[src/rtl/control_sequencer.sv]
// control_sequencer
// Multicycle control FSM for the MIPS datapath. It runs the instruction fetch,
// branches on the encoder's State_Sel in DECODE, drives the datapath load and
// memory strobes, and watches the MOC handshake. If MOC does not arrive within
// MOC_TIMEOUT wait cycles, the FSM halts in BUS_ERR until the next reset.
//
// Ports
//   Clk        system clock, rising edge
//   Reset_n    asynchronous active-low reset
//   State_Sel  target state from the encoder, sampled only when leaving DECODE
//   MOC        memory operation complete, sampled only in wait states
//   Cond       ALU zero flag, sampled only when leaving BEQ_TEST
//   Cur_State  current state register (the codes match the encoder)
//   *_Ld       datapath register loads
//   PC_Src     0 = PC+4, 1 = branch target
//   RF_Src     0 = ALU result, 1 = MDR
//   MEM_Rd/Wr  memory strobes
//   Illegal    one-cycle pulse in ILLEGAL
//   Bus_Err    high while halted after a MOC timeout
//
// state          | meaning
// 0  RESET       | post-reset idle, no outputs
// 1  FETCH_ADDR  | load MAR with PC
// 2  FETCH_WAIT  | memory read, wait for MOC
// 3  FETCH_DONE  | load IR, PC <= PC+4
// 4  DECODE      | branch on State_Sel
// 5  BUS_ERR     | MOC timeout, halted until reset
// 6,17-23 ALU    | write ALU result to register file
// 7  STORE_ADDR  | load MAR
// 8  STORE_DATA  | load MDR
// 9  STORE_WAIT  | memory write, wait for MOC
// 10 ILLEGAL     | unrecognised instruction
// 11 BEQ_TEST    | branch on Cond
// 12 BEQ_TAKE    | PC <= branch target
// 13 LOAD_ADDR   | load MAR
// 14 LOAD_WAIT   | memory read into MDR, wait for MOC
// 15 LOAD_WB     | write MDR to register file
// other codes    | recover to RESET

module control_sequencer #(
   parameter int MOC_TIMEOUT = 15
) (
   input  logic       Clk,
   input  logic       Reset_n,
   input  logic [6:0] State_Sel,
   input  logic       MOC,
   input  logic       Cond,
   output logic [6:0] Cur_State,
   output logic       MAR_Ld,
   output logic       MDR_Ld,
   output logic       IR_Ld,
   output logic       PC_Ld,
   output logic       RF_Ld,
   output logic       PC_Src,
   output logic       RF_Src,
   output logic       MEM_Rd,
   output logic       MEM_Wr,
   output logic       Illegal,
   output logic       Bus_Err
);

   localparam int CNT_W = $clog2(MOC_TIMEOUT + 1);
   localparam logic [CNT_W-1:0] CNT_LAST = CNT_W'(MOC_TIMEOUT - 1);

   typedef enum logic [6:0] {
      S_RESET      = 7'd0,
      S_FETCH_ADDR = 7'd1,
      S_FETCH_WAIT = 7'd2,
      S_FETCH_DONE = 7'd3,
      S_DECODE     = 7'd4,
      S_BUS_ERR    = 7'd5,
      S_ALU_6      = 7'd6,
      S_STORE_ADDR = 7'd7,
      S_STORE_DATA = 7'd8,
      S_STORE_WAIT = 7'd9,
      S_ILLEGAL    = 7'd10,
      S_BEQ_TEST   = 7'd11,
      S_BEQ_TAKE   = 7'd12,
      S_LOAD_ADDR  = 7'd13,
      S_LOAD_WAIT  = 7'd14,
      S_LOAD_WB    = 7'd15,
      S_ALU_17     = 7'd17,
      S_ALU_18     = 7'd18,
      S_ALU_19     = 7'd19,
      S_ALU_20     = 7'd20,
      S_ALU_21     = 7'd21,
      S_ALU_22     = 7'd22,
      S_ALU_23     = 7'd23
   } state_e;

   state_e           state_q, state_d;
   logic [CNT_W-1:0] cnt_q, cnt_d;
   logic             in_wait;
   logic             timeout_hit;
   logic             sel_legal;

   assign in_wait = (state_q == S_FETCH_WAIT) || (state_q == S_STORE_WAIT) ||
                    (state_q == S_LOAD_WAIT);

   // MOC takes priority: a timeout only counts on a cycle where MOC is low.
   assign timeout_hit = in_wait && !MOC && (cnt_q == CNT_LAST);

   always_comb begin
      sel_legal = 1'b0;
      case (State_Sel)
         7'd6, 7'd7, 7'd11, 7'd13,
         7'd17, 7'd18, 7'd19, 7'd20, 7'd21, 7'd22, 7'd23: sel_legal = 1'b1;
         default:                                          sel_legal = 1'b0;
      endcase
   end

   // The counter never reaches MOC_TIMEOUT, because the FSM leaves the wait
   // state on the CNT_LAST cycle. That is why no wrap guard is needed.
   always_comb begin
      cnt_d = '0;
      if (in_wait && !MOC && !timeout_hit) begin
         cnt_d = cnt_q + CNT_W'(1);
      end
   end

   always_comb begin
      state_d = S_RESET;
      case (state_q)
         S_RESET:      state_d = S_FETCH_ADDR;
         S_FETCH_ADDR: state_d = S_FETCH_WAIT;
         S_FETCH_WAIT: state_d = MOC ? S_FETCH_DONE :
                                 (timeout_hit ? S_BUS_ERR : S_FETCH_WAIT);
         S_FETCH_DONE: state_d = S_DECODE;
         S_DECODE:     state_d = sel_legal ? state_e'(State_Sel) : S_ILLEGAL;
         S_BUS_ERR:    state_d = S_BUS_ERR;
         S_ALU_6, S_ALU_17, S_ALU_18, S_ALU_19,
         S_ALU_20, S_ALU_21, S_ALU_22, S_ALU_23:
                       state_d = S_FETCH_ADDR;
         S_STORE_ADDR: state_d = S_STORE_DATA;
         S_STORE_DATA: state_d = S_STORE_WAIT;
         S_STORE_WAIT: state_d = MOC ? S_FETCH_ADDR :
                                 (timeout_hit ? S_BUS_ERR : S_STORE_WAIT);
         S_ILLEGAL:    state_d = S_FETCH_ADDR;
         S_BEQ_TEST:   state_d = Cond ? S_BEQ_TAKE : S_FETCH_ADDR;
         S_BEQ_TAKE:   state_d = S_FETCH_ADDR;
         S_LOAD_ADDR:  state_d = S_LOAD_WAIT;
         S_LOAD_WAIT:  state_d = MOC ? S_LOAD_WB :
                                 (timeout_hit ? S_BUS_ERR : S_LOAD_WAIT);
         S_LOAD_WB:    state_d = S_FETCH_ADDR;
         default:      state_d = S_RESET;
      endcase
   end

   always_ff @(posedge Clk or negedge Reset_n) begin
      if (!Reset_n) begin
         state_q <= S_RESET;
         cnt_q   <= '0;
      end else begin
         state_q <= state_d;
         cnt_q   <= cnt_d;
      end
   end

   assign Cur_State = state_q;

   // Moore decode of the state register. Because of this decode, an async
   // reset drops every strobe in the same cycle.
   always_comb begin
      MAR_Ld  = 1'b0;
      MDR_Ld  = 1'b0;
      IR_Ld   = 1'b0;
      PC_Ld   = 1'b0;
      RF_Ld   = 1'b0;
      PC_Src  = 1'b0;
      RF_Src  = 1'b0;
      MEM_Rd  = 1'b0;
      MEM_Wr  = 1'b0;
      Illegal = 1'b0;
      Bus_Err = 1'b0;
      case (state_q)
         S_FETCH_ADDR: MAR_Ld = 1'b1;
         S_FETCH_WAIT: MEM_Rd = 1'b1;
         S_FETCH_DONE: begin
            MEM_Rd = 1'b1;
            IR_Ld  = 1'b1;
            PC_Ld  = 1'b1;
         end
         S_BUS_ERR:    Bus_Err = 1'b1;
         S_ALU_6, S_ALU_17, S_ALU_18, S_ALU_19,
         S_ALU_20, S_ALU_21, S_ALU_22, S_ALU_23:
                       RF_Ld = 1'b1;
         S_STORE_ADDR: MAR_Ld = 1'b1;
         S_STORE_DATA: MDR_Ld = 1'b1;
         S_STORE_WAIT: MEM_Wr = 1'b1;
         S_ILLEGAL:    Illegal = 1'b1;
         S_BEQ_TAKE: begin
            PC_Ld  = 1'b1;
            PC_Src = 1'b1;
         end
         S_LOAD_ADDR:  MAR_Ld = 1'b1;
         S_LOAD_WAIT: begin
            MEM_Rd = 1'b1;
            MDR_Ld = 1'b1;
            RF_Src = 1'b1;
         end
         S_LOAD_WB: begin
            RF_Ld  = 1'b1;
            RF_Src = 1'b1;
         end
         default: ;
      endcase
   end

endmodule
[config.mk]
export PLATFORM = sky130hd
export DESIGN_NAME = control_sequencer
export DESIGN_NICKNAME = d
export VERILOG_FILES = /design/src/rtl/control_sequencer.sv
export SDC_FILE = /design/constraint.sdc
export NUM_CORES = 1
export LEC_CHECK = 0
export BUFFER_PORTS_ARGS = -buffer_cell sky130_fd_sc_hd__buf_2
export CAP_MARGIN = 20
export CORE_AREA = 2 2 43 53
export DETAILED_ROUTE_END_ITERATION = 12
export DIE_AREA = 0 0 45 55
export PLACE_DENSITY = 0.88
export SYNTH_ARGS = -nofsm -noshare
export SYNTH_HDL_FRONTEND = slang
export SYNTH_SLANG_ARGS = --single-unit
[constraint.sdc]
create_clock -name Clk -period 4.2 [get_ports Clk]
set_input_delay 0.84 -clock Clk [delete_from_list [all_inputs] [get_ports Clk]]
set_output_delay 0.84 -clock Clk [all_outputs]
set_load 0.005 [all_outputs]
# Yosys cells after proc, flatten, opt, wreduce, memory -nomap -nowiden
# Memory sizes are Yosys's and may differ from the RTL's.
# Cells that the tools add are included.
# classes
add_sub_neg	1
multipliers	0
div	0
order_cmp	0
eq_ne	23
n_shift	0
muxes	22
n_bitwise	0
n_reduce_logical	16
# op_table
operator	count
$pmux W7 S12	1
$eq A7 B4 Y1 const B	8
$eq A7 B5 Y1 const B	7
$eq A7 B3 Y1 const B	4
$mux W4	6
$eq A7 B2 Y1 const B	2
$mux W1	12
$reduce_or A12 Y1	1
$reduce_or A9 Y1	1
$eq A7 B1 Y1 const B	1
$logic_not A7 Y1	1
$mux W7	1
$mux W3	2
$reduce_or A2 Y1	3
$reduce_or A3 Y1	2
$add A4 B1 Y4 const B	1
$eq A4 B4 Y1 const B	1
$logic_and A1 B1 Y1	3
$logic_not A1 Y1	2
$logic_not A2 Y1	1
$logic_or A1 B1 Y1	2
# word_totals
reg_bits	11
latch_bits	0
ram_bits	0
rom_bits	32
inputBits	11
output_inout_bits	18
wordCells	65
n_memories	1
# memory_table
name	depth	word_bits	read_ports	rd_clocked_by_memory_dff	write_ports	line_no	source
(no name shown)	32	1	1	0	0	105	case (State_Sel)

# Longest topological paths before layout
# Gate-level depths: netlist (run 1).
# logic_depth
depth_word	8
depth_mapped	6

# Worst setup path after synthesis (run 1)
# Ideal clock, no wire load.
# synth_timing
path_kind	register to output
start	register state_q[5] (netlist: Cur_State[5])
end	output port PC_Ld
arrival_time_ns	1.394
t_required_ns	3.360
setup_slack_ns	1.966
path_stages_with_launch	5
path_buffers	1
cell_sequence	dfrtp_1 > or3_1 > buf_6 > nor4_1 > or2_1
# synth_between
elab_chain_cells	3
elab_cells_between_ends	4
# synth_rtl
element	line_no	source
start: declaration	91	state_e state_q, state_d;
start signal: assignment	154	state_q <= state_d;
$eq A7 B2 Y1 / $eq A7 B4 Y1 (equally long branches)	175	case (state_q)
$reduce_or A2 Y1 (no line) *	n/a	
$mux W1 *	175	
end: declaration	52	output logic PC_Ld,
# Mark *: on every way between the ends. The rest lies on a longest branch, timed or not.

# Worst setup path in the final report (run 1)
# layout_timing
start	register state_q[1] (netlist: Cur_State[1])
end	output port RF_Ld
# layout_between
elab_chain_cells	3
elab_cells_between_ends	11
# layout_rtl
element	line_no	source
$eq A7 B4 Y1, or another cell as far along	175	
$reduce_or A9 Y1 (no line) *	n/a	
$mux W1 *	175	
end: declaration	53	output logic RF_Ld,
# Marked as above.

==> results of run 1 <==
-- metal layers --
layer | track usage, % | up-vias | routed length (um)
met5 | 0 | - | 0
met1 | 23.28 | 438 | 925
met4 | 6.373 | 0 | 14
met2 | 32.14 | 20 | 1112
met3 | 2.922 | 2 | 76
li1 | - | 465 | -
-- worst min path at each step --
| stage | to | depth (start not counted) | slack [ps] |
|---|---|---|---|
| 3_3_place_gp | cnt_q[0]$_DFF_PN0_ | 1 | 470 |
| 3_5_place_dp | cnt_q[0]$_DFF_PN0_ | 1 | 480 |
| 2_1_floorplan | cnt_q[0]$_DFF_PN0_ | 1 | 450 |
| 4_1_cts | cnt_q[1]$_DFF_PN0_ | 1 | 430 |
| 6_report | cnt_q[1]$_DFF_PN0_ | 1 | 430 |
| 5_1_grt | cnt_q[1]$_DFF_PN0_ | 1 | 440 |
-- worst max-delay path, stage by stage, from the launching register on --
cell      delay, ps
dfrtp_1         750
and4b_1         290
o21ai_0         100
a211oi_1        320
buf_2           170
-- flip-flops by register name, indices dropped and copies added, names as in the netlist --
signal / count
Cur_State: 7
cnt_q: 4
-- power breakdown --
group | total [W] | switching [W] | internal [W]
registers | 0.000115 | 0.00000690 | 0.000108
clock network | 0.0000667 | 0.0000301 | 0.0000366
logic | 0.0000306 | 0.0000168 | 0.0000138
total | 0.000212 | 0.0000538 | 0.000158
-- metrics by stage --
step	hold slack, ps	utilization (%)	setup slack, ps	std cells
floorplan	454.7	-	1966	112
global placement	473.5	53.22	1843	151
detailed placement	482.3	53.22	1786	151
CTS	435.0	54.55	1473	155
global route	436.2	54.55	1277	155
finish	433.7	54.55	1480	155
-- cell families (layout without fill, tap and decap cells) --
kind of cell | after synthesis | count (layout)
compound gates | 28 | 28
other cells | 1 | 2
fa+ha+maj | 2 | 2
buf+inv | 10 | 33
flops | 11 | 11
simple gates | 53 | 53
xor+xnor | 6 | 6
-- placed cells by master (no fill, tap or decap), types with 3 or more instances in the layout --
master    count
nand2_1       5
dfrtp_1      11
nand2b_1      3
nor2b_1       6
buf_2        28
nand4b_1      3
xnor2_1       3
a21oi_1       4
o21ai_0       7
clkbuf_4      3
nor2_1       13
xor2_1        3
nand3b_1      3
a31oi_1       3
nor3_1        4
-- cell type report --
type	count	area, um2	share of cell area, %
Clock buffer	4	26.28	2.431
Inverter	1	3.754	0.3472
Multi-Input combinational cell	91	610.6	56.48
Sequential cell	11	275.3	25.46
Tap cell	20	25.02	2.315
Timing Repair Buffer	28	140.1	12.96
==> impl_metrics.toml, run 1 <==
[synth]
yosysTopAreaCellShare_pct = 29.02
synth_ff_type = "dfrtp_1"
ys_types = 45
synth_seq_area_share_pct = 29.02
avgSynthCellArea_um2 = 8.544
synth_seq_cells = 11
yosysTopAreaCell = "dfrtp_1"
synthCells = 111
async_reset_ff_share_pct = 100.0
synth-simple-area-share_pct = 34.83
synthTopCellsByCount = "13 x nor2_1, 11 x dfrtp_1, 7 x o21ai_0"
synth-adder-area-share_pct = 2.639
synth_xor_area_share_pct = 5.541
netlist_area_um2 = 948.4
synth_compound_gate_area_share_pct = 20.58
synth_top_family_by_area = "simple AND/OR/NAND/NOR gates"
synth_area_leaders = "dfrtp_1 29%, nor2_1 5.1%, nor2b_1 4.0%"
ys_warn_count = 0
synth-edff-count = 0
yosysMostFrequentCell = "nor2_1"
synth_mux_area_share_pct = 0

[timing]
hold_viol_final = 0
relSlewSlack_pct = 52.46
worstMarginPinSlew_ps = 707.6
period_share_pct = 64.77
fin_setup_tns_ps = 0
skew_ps = 0.7075
final.min_clock_period_ps = 2720
setup_viol = 0
fmax_mhz = 367.6
rsz0062_at_grt = "no"
finalMaxSlewViolations = 0

[routing]
wl_per_cell_um = 13.74
first_pass_iters = 4
viasPerCell = 5.968
first_iter_violations = 23
ant_nets = 0
vias = 925
drc = 0
routed_wirelength_mm = 2.129

[floorplanning]
die_area_mm2 = 0.002475
dieWidth_um = 45
die_y_um = 55
ios = 29
num_rows = 18
coreArea_mm2 = 0.001982
initial_core_util_pct = 47.85

[worst_setup_path]
required_ps = 3360
path_class = "flip-flop to output port"
regToRegSetupSlack_ps = 2430
r2r_end = "cnt_q[0]$_DFF_PN0_"
crit_fanout = 22
reg2regPathDepth = 4
endpoint = "RF_Ld"
r2r_start = "Cur_State[1]$_DFF_PN0_"
startpoint = "Cur_State[1]$_DFF_PN0_"
crit_arrival_ps = 1880
cp-end-kind = "output port"
startpoint_type = "flip-flop"

[clocking]
htreeDepth = 1
cts_buffer_depth = 2
tritoncts = "yes"
clk_latency_ps = 250
root_buffer = "clkbuf_4"
numClockSinks = 11
numCtsBuffers = 3
cts_hold_buf = 0
cts_setup_buffers = 0
clk_pin_slew_ps = 60
ctsResizeCount = 0

[place]
io_buffers = 28
hpwl_mm = 1.716
dpl_cell_area_mm2 = 0.001055
finalWeightedCongestion = 0.8482

[global_routing]
first_global_vias = 779
grt_overflow = 0
grt_pass1_wl_mm = 3.401
grt_usage_pct = 18.55
grt_max_degree = 23
antenna_found_initial = 0

[power]
power_leakage_nw = 0.4866
irDropWorstVdd_uv = 190.0
p_total_w = 0.0002121
power_density_mw_per_mm2 = 196.2

[status]
status = "finished, final reports clean"

[finish]
antenna_cells = 0
num-nets-final = 149
final_area_mm2 = 0.001081
area_growth_pct = 13.98
drive_gt1_share_pct = 25.93
fill_cells = 197

[run]
maxCapViolations = 0

[min_path]
hp-class = "input port to asynchronous set/reset pin"
Note: power is estimated with default switching activity, not from simulation.
==> run 2: changes to the inputs <==
--- a/config.mk
+++ b/config.mk
@@ -5,12 +5,13 @@
 export SDC_FILE = /design/constraint.sdc
 export NUM_CORES = 1
 export LEC_CHECK = 0
+export ABC_AREA = 1
 export BUFFER_PORTS_ARGS = -buffer_cell sky130_fd_sc_hd__buf_2
 export CAP_MARGIN = 20
-export CORE_AREA = 2 2 43 53
+export CORE_AREA = 2 2 44 55
 export DETAILED_ROUTE_END_ITERATION = 12
-export DIE_AREA = 0 0 45 55
-export PLACE_DENSITY = 0.88
+export DIE_AREA = 0 0 46 57
+export PLACE_DENSITY = 0.83
 export SYNTH_ARGS = -nofsm -noshare
 export SYNTH_HDL_FRONTEND = slang
 export SYNTH_SLANG_ARGS = --single-unit
==> constraint.sdc (replaced) <==
create_clock -name Clk -period 2.2 [get_ports Clk]
set_input_delay 0.44 -clock Clk [delete_from_list [all_inputs] [get_ports Clk]]
set_output_delay 0.44 -clock Clk [all_outputs]
set_load 0.005 [all_outputs]
==> impl_metrics.toml, run 2 <==
[global_routing]
grt_max_degree = 12
first_global_vias = 846
antenna_found_initial = 0
grt_usage_pct = 17.20
grt_pass1_wl_mm = 3.346
grt_overflow = 0

[timing]
rsz0062_at_grt = "no"
hold_viol_final = 0
fin_setup_tns_ps = 0
setup_viol = 0
finalMaxSlewViolations = 0
final.min_clock_period_ps = 1852
skew_ps = 3.382
fmax_mhz = 540.0
period_share_pct = 84.18

[synth]
ys_types = 22
synth_mux_area_share_pct = 0
yosysTopAreaCellShare_pct = 31.12
ys_warn_count = 0
yosysTopAreaCell = "dfrtp_1"
synthCells = 141
synth-edff-count = 0
synth_seq_cells = 11
avgSynthCellArea_um2 = 6.274
yosysMostFrequentCell = "nand2_1"
synth_xor_area_share_pct = 1.980
synth_compound_gate_area_share_pct = 4.950
netlist_area_um2 = 884.6
synthTopCellsByCount = "41 x nand2_1, 23 x nor2_1, 18 x inv_1"
synth-simple-area-share_pct = 48.94
async_reset_ff_share_pct = 100.0
synth_top_family_by_area = "simple AND/OR/NAND/NOR gates"
synth-adder-area-share_pct = 2.829
synth_ff_type = "dfrtp_1"
synth_seq_area_share_pct = 31.12
synth_area_leaders = "dfrtp_1 31%, nand2_1 17%, nor2_1 9.8%"

[worst_setup_path]
critPathBufInv = 2
path_cells = "nor2_4, nand2_4, inv_2, nand2_1, o21ai_0, buf_2"
crit_fanout = 8
cp-end-kind = "output port"
cp_top_family = "flip-flops"
slowest_delay_ps = 400
required_ps = 1760
crit_arrival_ps = 1410
crit_slowest_cell = "dfrtp_1"
startpoint_type = "flip-flop"
cp_num_cells = 6
reg2regPathDepth = 8
path_class = "flip-flop to output port"
regToRegSetupSlack_ps = 750

[finish]
largest_reg_flops = 7
area_growth_pct = 22.21
final_cell_mix = "41 x nand2_1, 28 x buf_2, 23 x nor2_1"
drive_gt1_share_pct = 28.16
final_cells = 195
antenna_cells = 0
layout.cells.most_common = "nand2_1"
num-nets-final = 188

[clocking]
cts_buffer_depth = 2
numClockSinks = 11
clk_latency_ps = 270
cts_setup_buffers = 0
clk_pin_slew_ps = 70
root_buffer = "clkbuf_4"
tritoncts = "yes"
htreeDepth = 1
cts_hold_buf = 0
ctsResizeCount = 0
numCtsBuffers = 3

[power]
power_density_mw_per_mm2 = 372.1
irDropWorstVdd_uv = 405.9
power_leakage_nw = 0.6826

[routing]
vias = 959
first_iter_violations = 12
first_pass_iters = 4
viasPerCell = 4.918
drc = 0
wl_per_cell_um = 10.26
ant_nets = 0
routed_wirelength_mm = 2.000

[floorplanning]
dieWidth_um = 46
num_rows = 19
initial_core_util_pct = 41.35
die_y_um = 57
die_area_mm2 = 0.002622
coreArea_mm2 = 0.002140
ios = 29

[place]
io_buffers = 28
placedCellCount = 191
hpwl_mm = 1.681
finalWeightedCongestion = 0.9745

[min_path]
hp-class = "input port to asynchronous set/reset pin"

[run]
maxCapViolations = 0

[status]
status = "finished, final reports clean"
## run 2: cell count changes after synthesis, sizes merged, moves of 6 or more
| cell | change |
|---|---|
| nor2 | +16 |
| nand2 | +41 |
| nor2b | -6 |
| nand3 | +11 |
| buf | -8 |
| inv | +22 |
## run 2: logic make-up (layout without fill, tap and decap cells)
kind of cell / after synthesis / in the layout
compound gates: 8 / 8
xor+xnor: 2 / 2
fa+ha+maj: 2 / 2
buf+inv: 23 / 55
flops: 11 / 11
other cells: 1 / 2
simple gates: 94 / 94
## run 2: layout make-up
cell class / instances / area [um2]
Timing Repair Buffer: 28 / 140.1
Multi-Input combinational cell: 108 / 526.8
Fill cell: 241 / 1059
Inverter: 23 / 86.33
Clock buffer: 4 / 26.28
Tap cell: 21 / 26.28
Sequential cell: 11 / 275.3
## run 2: path summary, 6_finish.rpt
check	from	end
max	Cur_State[5]$_DFF_PN0_	PC_Ld
min	Reset_n	cnt_q[0]$_DFF_PN0_
max reg2reg	Cur_State[5]$_DFF_PN0_	Cur_State[1]$_DFF_PN0_
min reg2reg	cnt_q[0]$_DFF_PN0_	cnt_q[0]$_DFF_PN0_
max in group asynchronous	Reset_n	Cur_State[1]$_DFF_PN0_
min in group Clk	State_Sel[4]	Cur_State[4]$_DFF_PN0_
## run 2: metal layers
| layer | share of wire [%] | global-route usage [%] | routed length, um | up-vias |
|---|---|---|---|---|
| met1 | 41 | 20.20 | 823 | 430 |
| li1 | - | - | - | 500 |
| met4 | 0.90 | 2.449 | 18 | 0 |
| met3 | 5.7 | 6.013 | 114 | 2 |
| met2 | 52 | 29.96 | 1043 | 27 |
| met5 | 0 | 0 | 0 | - |
## run 2: stage by stage
| stage | worst slack, ps | utilization, % | cell area (um2) | power (W) | hold slack [ps] |
|---|---|---|---|---|---|
| 2_1_floorplan | 773.5 | - | 888.4 | 0.0002461 | 144.4 |
| 3_3_place_gp | 623.9 | 49.30 | 1055 | 0.0002711 | 312.6 |
| 3_5_place_dp | 631.8 | 49.30 | 1055 | 0.0002717 | 316.0 |
| 4_1_cts | 328.4 | 50.53 | 1081 | 0.0004097 | 20.56 |
| 5_1_grt | 208.9 | 50.53 | 1081 | 0.0004299 | 20.66 |
| 6_report | 348.1 | 50.53 | 1081 | 0.0004022 | 19.91 |
## run 2: power by group
group / switching, W / internal (W)
Clock: 0.0000645 / 0.0000702
Combinational: 0.0000364 / 0.0000204
Sequential: 0.00000455 / 0.000206
